[src/rtl/wb_port_arbiter.sv]
// Round-robin arbiter sharing one registered scoreboard writeback lane between
// several functional units, with a saturating contention counter.
module wb_port_arbiter #(
  parameter int unsigned NR_REQ        = 3,
  parameter int unsigned TRANS_ID_BITS = 3,
  parameter int unsigned XLEN          = 64,
  localparam int unsigned SRC_W        = $clog2(NR_REQ)
) (
  input  logic                            clk_i,
  input  logic                            rst_i,
  input  logic                            flush_i,
  input  logic [NR_REQ-1:0]               req_valid_i,
  output logic [NR_REQ-1:0]               req_ready_o,
  input  logic [NR_REQ*TRANS_ID_BITS-1:0] req_trans_id_i,
  input  logic [NR_REQ*XLEN-1:0]          req_data_i,
  input  logic [NR_REQ-1:0]               req_ex_valid_i,
  output logic                            wb_valid_o,
  output logic [TRANS_ID_BITS-1:0]        wb_trans_id_o,
  output logic [XLEN-1:0]                 wb_data_o,
  output logic                            wb_ex_valid_o,
  output logic [SRC_W-1:0]                wb_src_o,
  output logic [15:0]                     conflict_cnt_o
);

  localparam logic [SRC_W:0]   NR_W     = (SRC_W+1)'(NR_REQ);
  localparam logic [SRC_W-1:0] LAST_IDX = SRC_W'(NR_REQ-1);

  logic [SRC_W-1:0]         rr_q;
  logic [SRC_W-1:0]         gnt_idx;
  logic [SRC_W-1:0]         next_rr;
  logic                     gnt_any;
  logic [SRC_W:0]           idx_w;
  logic [SRC_W-1:0]         idx;
  logic [TRANS_ID_BITS-1:0] sel_tid;
  logic [XLEN-1:0]          sel_data;
  logic                     sel_ex;
  logic                     contention;

  // Search starts at rr_q and wraps modulo NR_REQ; reset also masks the grant.
  always_comb begin
    req_ready_o = '0;
    gnt_any     = 1'b0;
    gnt_idx     = '0;
    idx_w       = '0;
    idx         = '0;
    if (!rst_i && !flush_i) begin
      for (int i = 0; i < NR_REQ; i++) begin
        idx_w = {1'b0, rr_q} + (SRC_W+1)'(i);
        if (idx_w >= NR_W) idx_w = idx_w - NR_W;
        idx = idx_w[SRC_W-1:0];
        if (!gnt_any && req_valid_i[idx]) begin
          gnt_any = 1'b1;
          gnt_idx = idx;
        end
      end
      if (gnt_any) req_ready_o[gnt_idx] = 1'b1;
    end
  end

  always_comb begin
    sel_tid  = '0;
    sel_data = '0;
    sel_ex   = 1'b0;
    for (int j = 0; j < NR_REQ; j++) begin
      if (req_ready_o[j]) begin
        sel_tid  = req_trans_id_i[j*TRANS_ID_BITS +: TRANS_ID_BITS];
        sel_data = req_data_i[j*XLEN +: XLEN];
        sel_ex   = req_ex_valid_i[j];
      end
    end
  end

  assign next_rr = (gnt_idx == LAST_IDX) ? '0 : gnt_idx + 1'b1;

  // More than one bit set in the valid vector.
  assign contention = !flush_i && (|(req_valid_i & (req_valid_i - NR_REQ'(1))));

  always_ff @(posedge clk_i or posedge rst_i) begin
    if (rst_i) begin
      rr_q           <= '0;
      wb_valid_o     <= 1'b0;
      wb_trans_id_o  <= '0;
      wb_data_o      <= '0;
      wb_ex_valid_o  <= 1'b0;
      wb_src_o       <= '0;
      conflict_cnt_o <= '0;
    end else begin
      wb_valid_o <= gnt_any;
      if (gnt_any) begin
        wb_trans_id_o <= sel_tid;
        wb_data_o     <= sel_data;
        wb_ex_valid_o <= sel_ex;
        wb_src_o      <= gnt_idx;
        rr_q          <= next_rr;
      end
      if (contention && conflict_cnt_o != 16'hFFFF)
        conflict_cnt_o <= conflict_cnt_o + 16'd1;
    end
  end

endmodule

[config.mk]
export PLATFORM = sky130hd
export DESIGN_NAME = wb_port_arbiter
export DESIGN_NICKNAME = d
export VERILOG_FILES = /design/src/rtl/wb_port_arbiter.sv
export SDC_FILE = /design/constraint.sdc
export NUM_CORES = 1
export LEC_CHECK = 0
export ABC_AREA = 0
export ABC_CLOCK_PERIOD_IN_PS = 6100
export CAP_MARGIN = 20
export CORE_AREA = 2 2 118 120
export DETAILED_ROUTE_END_ITERATION = 10
export DIE_AREA = 0 0 120 122
export PLACE_DENSITY = 0.81
export SLEW_MARGIN = 20
export SYNTH_ARGS = -nofsm -noshare
export SYNTH_HDL_FRONTEND = slang
export SYNTH_SLANG_ARGS = --single-unit
[constraint.sdc]
create_clock -name clk_i -period 6.1 [get_ports clk_i]
set_input_delay 0.61 -clock clk_i [delete_from_list [all_inputs] [get_ports clk_i]]
set_output_delay 0.61 -clock clk_i [all_outputs]
set_load 0.01 [all_outputs]
; ---- Yosys cells after proc, flatten, opt, wreduce, memory -nomap -nowiden
; Index checks and enable logic that the tools add are counted.
[word_totals]
mem_count = 0
ram_bits = 0
input_bits = 210
latch_bits = 0
word_cells = 75
ff_bits = 89
output_inout_bits = 90
rom_bits = 0
[op_classes]
addsub = 8
n_mul = 0
bitwise = 1
n_div = 0
n_mux = 38
reduce_logical = 11
n_shift = 0
magnitude_cmp = 8
n_eq_ne = 2
[ops]
columns = cell, count
row1 = 64-bit 2-to-1 mux, 3
row2 = 2-bit 2-to-1 mux, 12
row3 = "16-bit by 1-bit adder with 16-bit output, second input constant", 1
row4 = "16-bit inequality test, second input constant", 1
row5 = 3-bit 2-to-1 mux, 5
row6 = 1-bit 2-to-1 mux, 14
row7 = "2-bit by 3-bit < comparator with 1-bit output, second input constant", 4
row8 = 1-bit binary-select mux with 2-bit select, 3
row9 = "3-bit by 2-bit greater-or-equal comparator with 1-bit output, second input constant", 2
row10 = 1-bit logical AND, 6
row11 = "2-bit subtractor, second input constant", 3
row12 = 1-bit zero test, 4
row13 = "2-bit by 1-bit adder with 3-bit output, second input constant", 1
row14 = "2-bit by 2-bit adder with 3-bit output, second input constant", 1
row15 = 3-bit AND, 1
row16 = 3-bit OR reduction, 1
row17 = "3-bit by 1-bit subtractor with 3-bit output, second input constant", 1
row18 = "2-bit by 1-bit adder with 2-bit output, second input constant", 1
row19 = 1-bit demux with 2-bit select, 1
row20 = "2-bit equality test, second input constant", 1
row21 = "2-bit by 1-bit greater-or-equal comparator with 1-bit output, second input constant", 1
row22 = "2-bit greater-or-equal comparator, second input constant", 1

; ---- Logic depth before layout (Yosys ltp)
; Gate-level depths: netlist of the first run.
[depth]
ltp_word = 24
ltp_mapped = 10
depth_no_buf = 7

; ---- Least setup slack after synthesis of the first run
; Ideal clock, no wire load.
[synth_timing]
path_type = register -> output
startpoint = reg rr_q[1]
endpoint = out req_ready_o[1]
arrival_ps = 2169
path_stages_with_launch = 9
path_buffers = 2
required_ps = 5490
setup_slack_ps = 3321
path_cell_list = dfrtp_1 > inv_1 > ha_1 > buf_6 > mux2_4 > or4_4 > a2bb2oi_2 > a211oi_4 > buf_6
[synth_via]
elab_chain_len = 21
word_cells_on_any_way = 41
classes_between = add/sub: 5 / order compare: 5 / mux: 26 / reduce/logical: 5
[synth_rtl]
columns = item, line
row1 = "start, declared", 28  ; logic [SRC_W-1:0] rr_q;
row2 = "start signal, assigned", 94  ; rr_q <= next_rr;
row3 = branches (longest 19 deep; another with 2-bit by 1-bit adder with 3-bit output), n/a
row4 = 3-bit 2-to-1 mux (*), 56  ; if (gnt_any) req_ready_o[gnt_idx] = 1'b1;
row5 = 3-bit 2-to-1 mux (*), 46  ; if (!rst_i && !flush_i) begin
row6 = "end, declared", 13  ; output logic [NR_REQ-1:0] req_ready_o,
; Mark *: on every way between the ends. The select of a mux whose other input is x is not followed.

; ---- Worst setup path after layout of the first run
[layout_timing]
startpoint = in req_valid_i[2]
endpoint = out req_ready_o[1]
[layout_via]
elab_chain_len = 18
word_cells_on_any_way = 27
classes_between = order compare: 2 / mux: 20 / reduce/logical: 5
[layout_rtl]
columns = item, line
row1 = "start, declared", 12  ; input logic [NR_REQ-1:0] req_valid_i,
row2 = 1-bit binary-select mux with 2-bit select, 51  ; if (!gnt_any && req_valid_i[idx]) begin
row3 = 1-bit 2-to-1 mux (implied by the code), 51
row4 = 1-bit 2-to-1 mux, 51
row5 = 1-bit 2-to-1 mux, 46
row6 = 1-bit zero test, 51
row7 = 1-bit logical AND, 51
row8 = 1-bit 2-to-1 mux, 51
row9 = 1-bit 2-to-1 mux, 46
row10 = [... 2 more ...], n/a
row11 = 2-bit 2-to-1 mux, 51
row12 = 2-bit 2-to-1 mux, 46
row13 = 2-bit by 3-bit < comparator with 1-bit output (implied by the code) or 2-bit by 1-bit greater-or-equal comparator with 1-bit output (tied branches), 56
row14 = 1-bit logical AND (implied by the code), 56
row15 = 1-bit 2-to-1 mux (implied by the code), 56
row16 = 1-bit demux with 2-bit select, 56
row17 = 3-bit 2-to-1 mux (*), 56
row18 = 3-bit 2-to-1 mux (*), 46
; Mark *: on every way between the ends. The rest lies on a longest branch, timed or not. The select of a mux whose other input is x is not followed.

==> flow_metrics.env, run 1 <==
export IMPL_status="finished clean"
export IMPL_final_nets=859
export IMPL_critPathSlowestCell="clkdlybuf4s50_1"
export IMPL_total_power_mw=3.30
export IMPL_num_io_pins=300
export IMPL_hold_viol=0
export IMPL_die_area_mm2=0.0146
export IMPL_hold_class="flip-flop to flip-flop"
export IMPL_worstSetupPathType="input pin to output port"
export IMPL_fp_row_count=43
export IMPL_core_mm2=0.0135
export IMPL_ctsHtreeMaxLevel=3
export IMPL_synthCells=363
export IMPL_vdd_drop_max_v=0.000193
export IMPL_drv_cap=0
export IMPL_antenna_found_initial=0
export IMPL_cp_cell_sequence="clkdlybuf4s50_1 -> mux2_4 -> or4_4 -> a2bb2oi_2 -> a211oi_4 -> clkdlybuf4s50_1"
export IMPL_synth_ff_type="dfrtp_1"
export IMPL_dpl_cell_area_mm2=0.00754
export IMPL_route_met3_wl_mm=1.21
export IMPL_die_width_um=120
export IMPL_routed_wl_mm=16.1
export IMPL_slew_viol_final=0
export IMPL_grt_max_degree=74
export IMPL_fin_crit_sh=0.578
export IMPL_path_max_fanout=10
export IMPL_setup_violations=0
export IMPL_rr_worst_depth=8
export IMPL_top_layer="met4"
export IMPL_wl_met1_mm=6.42
export IMPL_viasPerCell=5.44
export IMPL_die_h_um=122
export IMPL_timing_fmax_mhz=284
export IMPL_stdcell_count=829
export IMPL_switchingPower_mw=1.12
export IMPL_reg2reg_to="wb_data_o[52]$_DFFE_PP0P_"
export IMPL_period_needed_ns=3.53
export IMPL_cts_sinks=89
export IMPL_tritoncts="built"
export IMPL_cp_common_cell="clkdlybuf4s50_1"
export IMPL_clk_pin_slew_ns=0.06
export IMPL_dp_cells=813
export IMPL_tns_ns=0
export IMPL_hpwl_mm=12.0
export IMPL_clockPowerShare=0.182
export IMPL_ys_types=55
export IMPL_dr_pass1_iters=5
export IMPL_cts_hold_buffers=0
export IMPL_vias=4513
export IMPL_relSlewSlack=0.447
export IMPL_post_route_cells_drive_above_1_share=0.0570
export IMPL_worstHoldStart="wb_src_o[1]$_DFFE_PP0P_"
export IMPL_setup_worst_path_end_class="output port"
export IMPL_crit_family="buffers and inverters"
export IMPL_tightest_slew_ns=0.829
export IMPL_syn_area_mm2=0.00451
export IMPL_cp_start_kind="input pin"
export IMPL_drc_errors=0
export IMPL_syn_to_final_growth_pct=74.1
export IMPL_whs_endpoint="wb_src_o[1]$_DFFE_PP0P_"
export IMPL_drt_iter0_drc=249
export IMPL_antenna_left=0
export IMPL_grt_usage=0.213
export IMPL_n_antenna_cell=0
export IMPL_numCtsBuffers=9
export IMPL_reg2reg_slack_ns=3.09
export IMPL_clkLatencyLatePin_ns=0.34
export IMPL_grt_remaining_overflow=0
export IMPL_power_share_switching=0.339
export IMPL_place_congestion=0.882
export IMPL_holdWs_ns=0.481
export IMPL_slowest_delay_ns=0.61
export IMPL_ctsResizeCount=0
export IMPL_ys_seq_area_frac=0.493
export IMPL_synth_edf_count=0
export IMPL_p_seq_frac=0.301
export IMPL_synthesis_nets=578
export IMPL_post_cts_setup_buffer_count=0
export IMPL_path_buf_inv=2
export IMPL_worstPathRequired_ns=5.49
export IMPL_stdcell_area_mm2=0.00786
export IMPL_arrival_ns=2.92
export IMPL_internal_power_mw=2.18
export IMPL_hold_depth=1
export IMPL_reg2reg_from="rr_q[1]$_DFFE_PP0P_"
export IMPL_grt_pass1_wl_mm=24.3
export IMPL_cts_root_buffer="clkbuf_16"
export IMPL_grt_pass1_vias=4616
export IMPL_fin_skew_ns=0.0115
export IMPL_start_util=0.334
export IMPL_grt_setup_unrepaired="false"
export IMPL_synthArstFlopShare=1.00
export IMPL_synth_seq_cells=89
export IMPL_wl_met2_mm=7.96
export IMPL_p_leak_nw=3.25
export IMPL_fillers=1077
export IMPL_portBuffers=299
export IMPL_pwr_share_comb=0.517
export IMPL_avgSynthCellArea_um2=12.4
export IMPL_cts_max_path_buffers=2
export IMPL_wire_per_inst_um=19.5
export IMPL_powerDensity_mw_per_mm2=420
export IMPL_ys_warn_count=0
==> layout make-up <==
class                      count  area, µm²  area share
multi-input combinational    233       2030       0.258
inverter                       7       27.5     0.00350
timing repair buffer         304       3030       0.386
clock inverter                 5       78.8      0.0100
clock buffer                  11        243      0.0309
tap                          180        225      0.0287
sequential                    89       2230       0.283
==> cells in the mapped netlist, types with 2 or more instances <==
| library cell | count | area share |
|---|---|---|
| a21o_1 | 4 | 0.0067 |
| a21oi_1 | 3 | 0.0033 |
| a221o_1 | 68 | 0.15 |
| a22o_1 | 66 | 0.13 |
| a22o_2 | 3 | 0.0067 |
| and3_1 | 3 | 0.0042 |
| and4_1 | 2 | 0.0039 |
| buf_2 | 2 | 0.0022 |
| buf_6 | 15 | 0.037 |
| clkbuf_1 | 16 | 0.013 |
| dfrtp_1 | 89 | 0.49 |
| ha_1 | 5 | 0.014 |
| inv_1 | 6 | 0.0050 |
| mux2i_1 | 4 | 0.0089 |
| nand2_1 | 10 | 0.0083 |
| nand3_1 | 4 | 0.0044 |
| nand4_1 | 5 | 0.0069 |
| nor2_1 | 5 | 0.0042 |
| nor2b_1 | 4 | 0.0055 |
| nor3_1 | 3 | 0.0033 |
| nor4_1 | 3 | 0.0042 |
| xnor2_1 | 6 | 0.012 |
| xor2_1 | 5 | 0.0097 |
==> registers in the layout, indices dropped and copies added (netlist names) <==
signal / cells
rr_q: 2
wb_trans_id_o: 3
wb_valid_o: 1
conflict_cnt_o: 16
wb_ex_valid_o: 1
wb_data_o: 64
wb_src_o: 2
==> metal layers <==
layer,global-route usage,vias up
li1,-,2054
met1,0.260,2187
met2,0.354,239
met3,0.0524,33
met4,0.104,0
met5,0,-
==> cells in the final DEF, fill, tap and decap left out, types with 3 or more instances in the layout <==
cell,count
a21o_1,4
a22o_2,3
a221o_1,68
buf_4,5
nor3_1,3
xnor2_1,6
nor2_1,5
nor4_1,3
a22o_1,66
and3_1,3
nor2b_1,4
clkbuf_16,9
nand3_1,4
ha_1,5
nand2_1,10
clkinv_2,3
nand4_1,5
dfrtp_1,89
mux2i_1,4
xor2_1,5
inv_1,5
a21oi_1,3
clkdlybuf4s50_1,299
==> worst reg2reg max path, stage by stage, from the launching register on <==
cell and delay (ns):
dfrtp_1 0.41, inv_1 0.09, ha_1 0.32, mux2_4 0.33, or4_4 0.43, a2bb2oi_2 0.16
a211oi_4 0.19, buf_4 0.62, a221o_1 0.40
==> power groups by stage <==
stage                     clock network (mW)  registers, mW  logic [mW]
after floorplan                            0           1.08       0.865
after global placement                     0          0.988        1.66
after detailed placement                   0          0.995        1.71
after CTS                              0.616          0.990        1.72
after global routing                   0.636           1.02        1.82
final                                  0.600          0.991        1.71
==> cells by family after synthesis <==
| family | share of synthesized area |
|---|---|
| AO/OA/AOI/OAI | 0.330 |
| flip-flops | 0.493 |
| AND/OR/NAND/NOR | 0.0615 |
| buffers and inverters | 0.0604 |
| XOR/XNOR | 0.0213 |
| multiplexers | 0.0172 |
| adder cells (fa/ha/maj) | 0.0161 |
==> worst max path at each step <==
stage / start / endpoint / slack (ns) / depth (start not counted)
global route: rr_q[1]$_DFFE_PP0P_ / req_ready_o[1] / 2.49 / 7
global placement: req_valid_i[2] / req_ready_o[1] / 2.60 / 6
detailed placement: req_valid_i[2] / req_ready_o[1] / 2.58 / 6
finish: req_valid_i[2] / req_ready_o[1] / 2.57 / 6
CTS: req_valid_i[2] / req_ready_o[1] / 2.58 / 6
floorplan: rst_i / conflict_cnt_o[0]$_DFFE_PP0P_ / 3.18 / 1
==> metrics by stage <==
step           utilization  setup WS, ns
5_1_grt              0.582          2.49
3_3_place_gp         0.558          2.60
4_1_cts              0.582          2.58
2_1_floorplan            -          3.18
6_report             0.582          2.57
3_5_place_dp         0.558          2.58
Power figures use the tool's default switching activity.
==> run 2: changes to the inputs <==
Settings changed: ABC_CLOCK_PERIOD_IN_PS 6100 to 3690, CORE_AREA 2 2 118 120 to 2 2 115 117, DIE_AREA 0 0 120 122 to 0 0 117 119, PLACE_DENSITY 0.81 to 0.84.
Clock period 6.1 ns to 3.69 ns, I/O delays scaled along.
==> flow_metrics.env, run 2 (synthesis gave the netlist of run 1 again) <==
export IMPL_status="finished clean"
export IMPL_holdWs_ns=0.487
export IMPL_fp_row_count=42
export IMPL_grt_remaining_overflow=0
export IMPL_grt_max_degree=71
export IMPL_worstPathRequired_ns=3.32
export IMPL_viasPerCell=5.56
export IMPL_final_cell_mix="clkdlybuf4s50_1 (299), dfrtp_1 (89), a221o_1 (68)"
export IMPL_slew_viol_final=0
export IMPL_ctsHtreeMaxLevel=3
export IMPL_tightest_slew_ns=0.798
export IMPL_grt_usage=0.229
export IMPL_clkLatencyLatePin_ns=0.34
export IMPL_dr_pass1_iters=5
export IMPL_routed_wl_mm=16.3
export IMPL_antenna_found_initial=0
export IMPL_dpl_cell_area_mm2=0.00755
export IMPL_slowest_delay_ns=0.61
export IMPL_worstSetupPathType="flip-flop to output port"
export IMPL_num_io_pins=300
export IMPL_total_power_mw=5.43
export IMPL_final_common_cell="clkdlybuf4s50_1"
export IMPL_cts_sinks=89
export IMPL_place_congestion=0.924
export IMPL_n_antenna_cell=0
export IMPL_clk_pin_slew_ns=0.06
export IMPL_portBuffers=299
export IMPL_cts_hold_buffers=0
export IMPL_antenna_left=0
export IMPL_cts_max_path_buffers=2
export IMPL_start_util=0.351
export IMPL_period_needed_ns=3.29
export IMPL_wire_per_inst_um=19.7
export IMPL_cp_start_kind="flip-flop"
export IMPL_ctsResizeCount=0
export IMPL_numCtsBuffers=9
export IMPL_p_leak_nw=3.25
export IMPL_vdd_drop_max_v=0.000305
export IMPL_hold_viol=0
export IMPL_setup_violations=0
export IMPL_arrival_ns=2.92
export IMPL_grt_pass1_wl_mm=24.7
export IMPL_relSlewSlack=0.468
export IMPL_powerDensity_mw_per_mm2=690
export IMPL_hpwl_mm=12.1
export IMPL_reg_largest_list="wb_data_o (64), conflict_cnt_o (16), wb_trans_id_o (3)"
export IMPL_fin_util=0.611
export IMPL_final_nets=860
export IMPL_setup_worst_path_end_class="output port"
export IMPL_die_area_mm2=0.0139
export IMPL_tns_ns=0
export IMPL_die_h_um=119
export IMPL_largest_register="wb_data_o"
export IMPL_drv_cap=0
export IMPL_startpoint="rr_q[1]$_DFFE_PP0P_"
export IMPL_vias=4592
export IMPL_fin_crit_sh=0.892
export IMPL_reg2reg_from="rr_q[1]$_DFFE_PP0P_"
export IMPL_cp_cell_sequence="inv_1 -> ha_1 -> mux2_4 -> or4_4 -> a2bb2oi_2 -> a211oi_4 -> clkdlybuf4s50_1"
export IMPL_post_cts_setup_buffer_count=0
export IMPL_timing_fmax_mhz=304
export IMPL_tritoncts="built"
export IMPL_post_route_cells_drive_above_1_share=0.0600
export IMPL_core_mm2=0.0129
export IMPL_fin_skew_ns=0.00606
export IMPL_path_max_fanout=9
export IMPL_syn_to_final_growth_pct=74.3
export IMPL_largest_reg_flops=64
export IMPL_drc_errors=0
export IMPL_critPathSlowestCell="clkdlybuf4s50_1"
export IMPL_die_width_um=117
export IMPL_grt_pass1_vias=4619
export IMPL_grt_setup_unrepaired="false"
export IMPL_stdcell_area_mm2=0.00787
export IMPL_drt_iter0_drc=245
export IMPL_cts_root_buffer="clkbuf_16"
export IMPL_hold_class="flip-flop to flip-flop"
export IMPL_worstHoldStart="wb_src_o[1]$_DFFE_PP0P_"
-- run 2: path summary, 6_finish.rpt --
| path | end | slack (ns) | cells after the start |
|---|---|---|---|
| worst min-delay path | wb_src_o[1]$_DFFE_PP0P_ | 0.49 | 1 |
| min in group asynchronous | wb_data_o[45]$_DFFE_PP0P_ | 0.56 | 2 |
| worst min register to register | wb_src_o[1]$_DFFE_PP0P_ | 0.49 | 1 |
| max in group asynchronous | wb_data_o[8]$_DFFE_PP0P_ | 2.41 | 3 |
| worst max-delay path | req_ready_o[1] | 0.40 | 7 |
| worst max register to register | wb_data_o[44]$_DFFE_PP0P_ | 0.65 | 8 |
-- run 2: routing by layer --
| layer | vias to the layer above | GRT usage | wire length (µm) |
|---|---|---|---|
| met1 | 2271 | 0.269 | 5960 |
| li1 | 2059 | - | - |
| met4 | 0 | 0.0919 | 475 |
| met2 | 229 | 0.406 | 8600 |
| met3 | 33 | 0.0433 | 1240 |
| met5 | - | 0 | 0 |
-- run 2: layout make-up --
cell class / instances / area, µm²
clock buffers: 9 / 225
clock inverters: 7 / 93.8
fillers: 1020 / 5000
inverters: 7 / 27.5
multi-input cells: 233 / 2030
flip-flops and latches: 89 / 2230
well taps: 176 / 220
repair buffers: 305 / 3050
-- run 2: where the power goes --
group / internal, mW / switching [mW] / total [mW]
Sequential: 1.37 / 0.267 / 1.64
Combinational: 1.62 / 1.18 / 2.81
Clock: 0.593 / 0.388 / 0.981
-- run 2: critical path, delay by kind of cell (launching register included) --
family          cells  cell delay, ns
compound gates      2            0.39
fa+ha+maj           1            0.33
buf+inv             2            0.70
flops               1            0.41
mux                 1            0.33
simple gates        1            0.42
-- run 2: metrics by stage --
step | setup slack, ns | instances
final | 0.398 | 826
after global routing | 0.284 | 826
after CTS | 0.372 | 826
after detailed placement | 0.543 | 810
after global placement | 0.623 | 810
after floorplan | 1.01 | 363
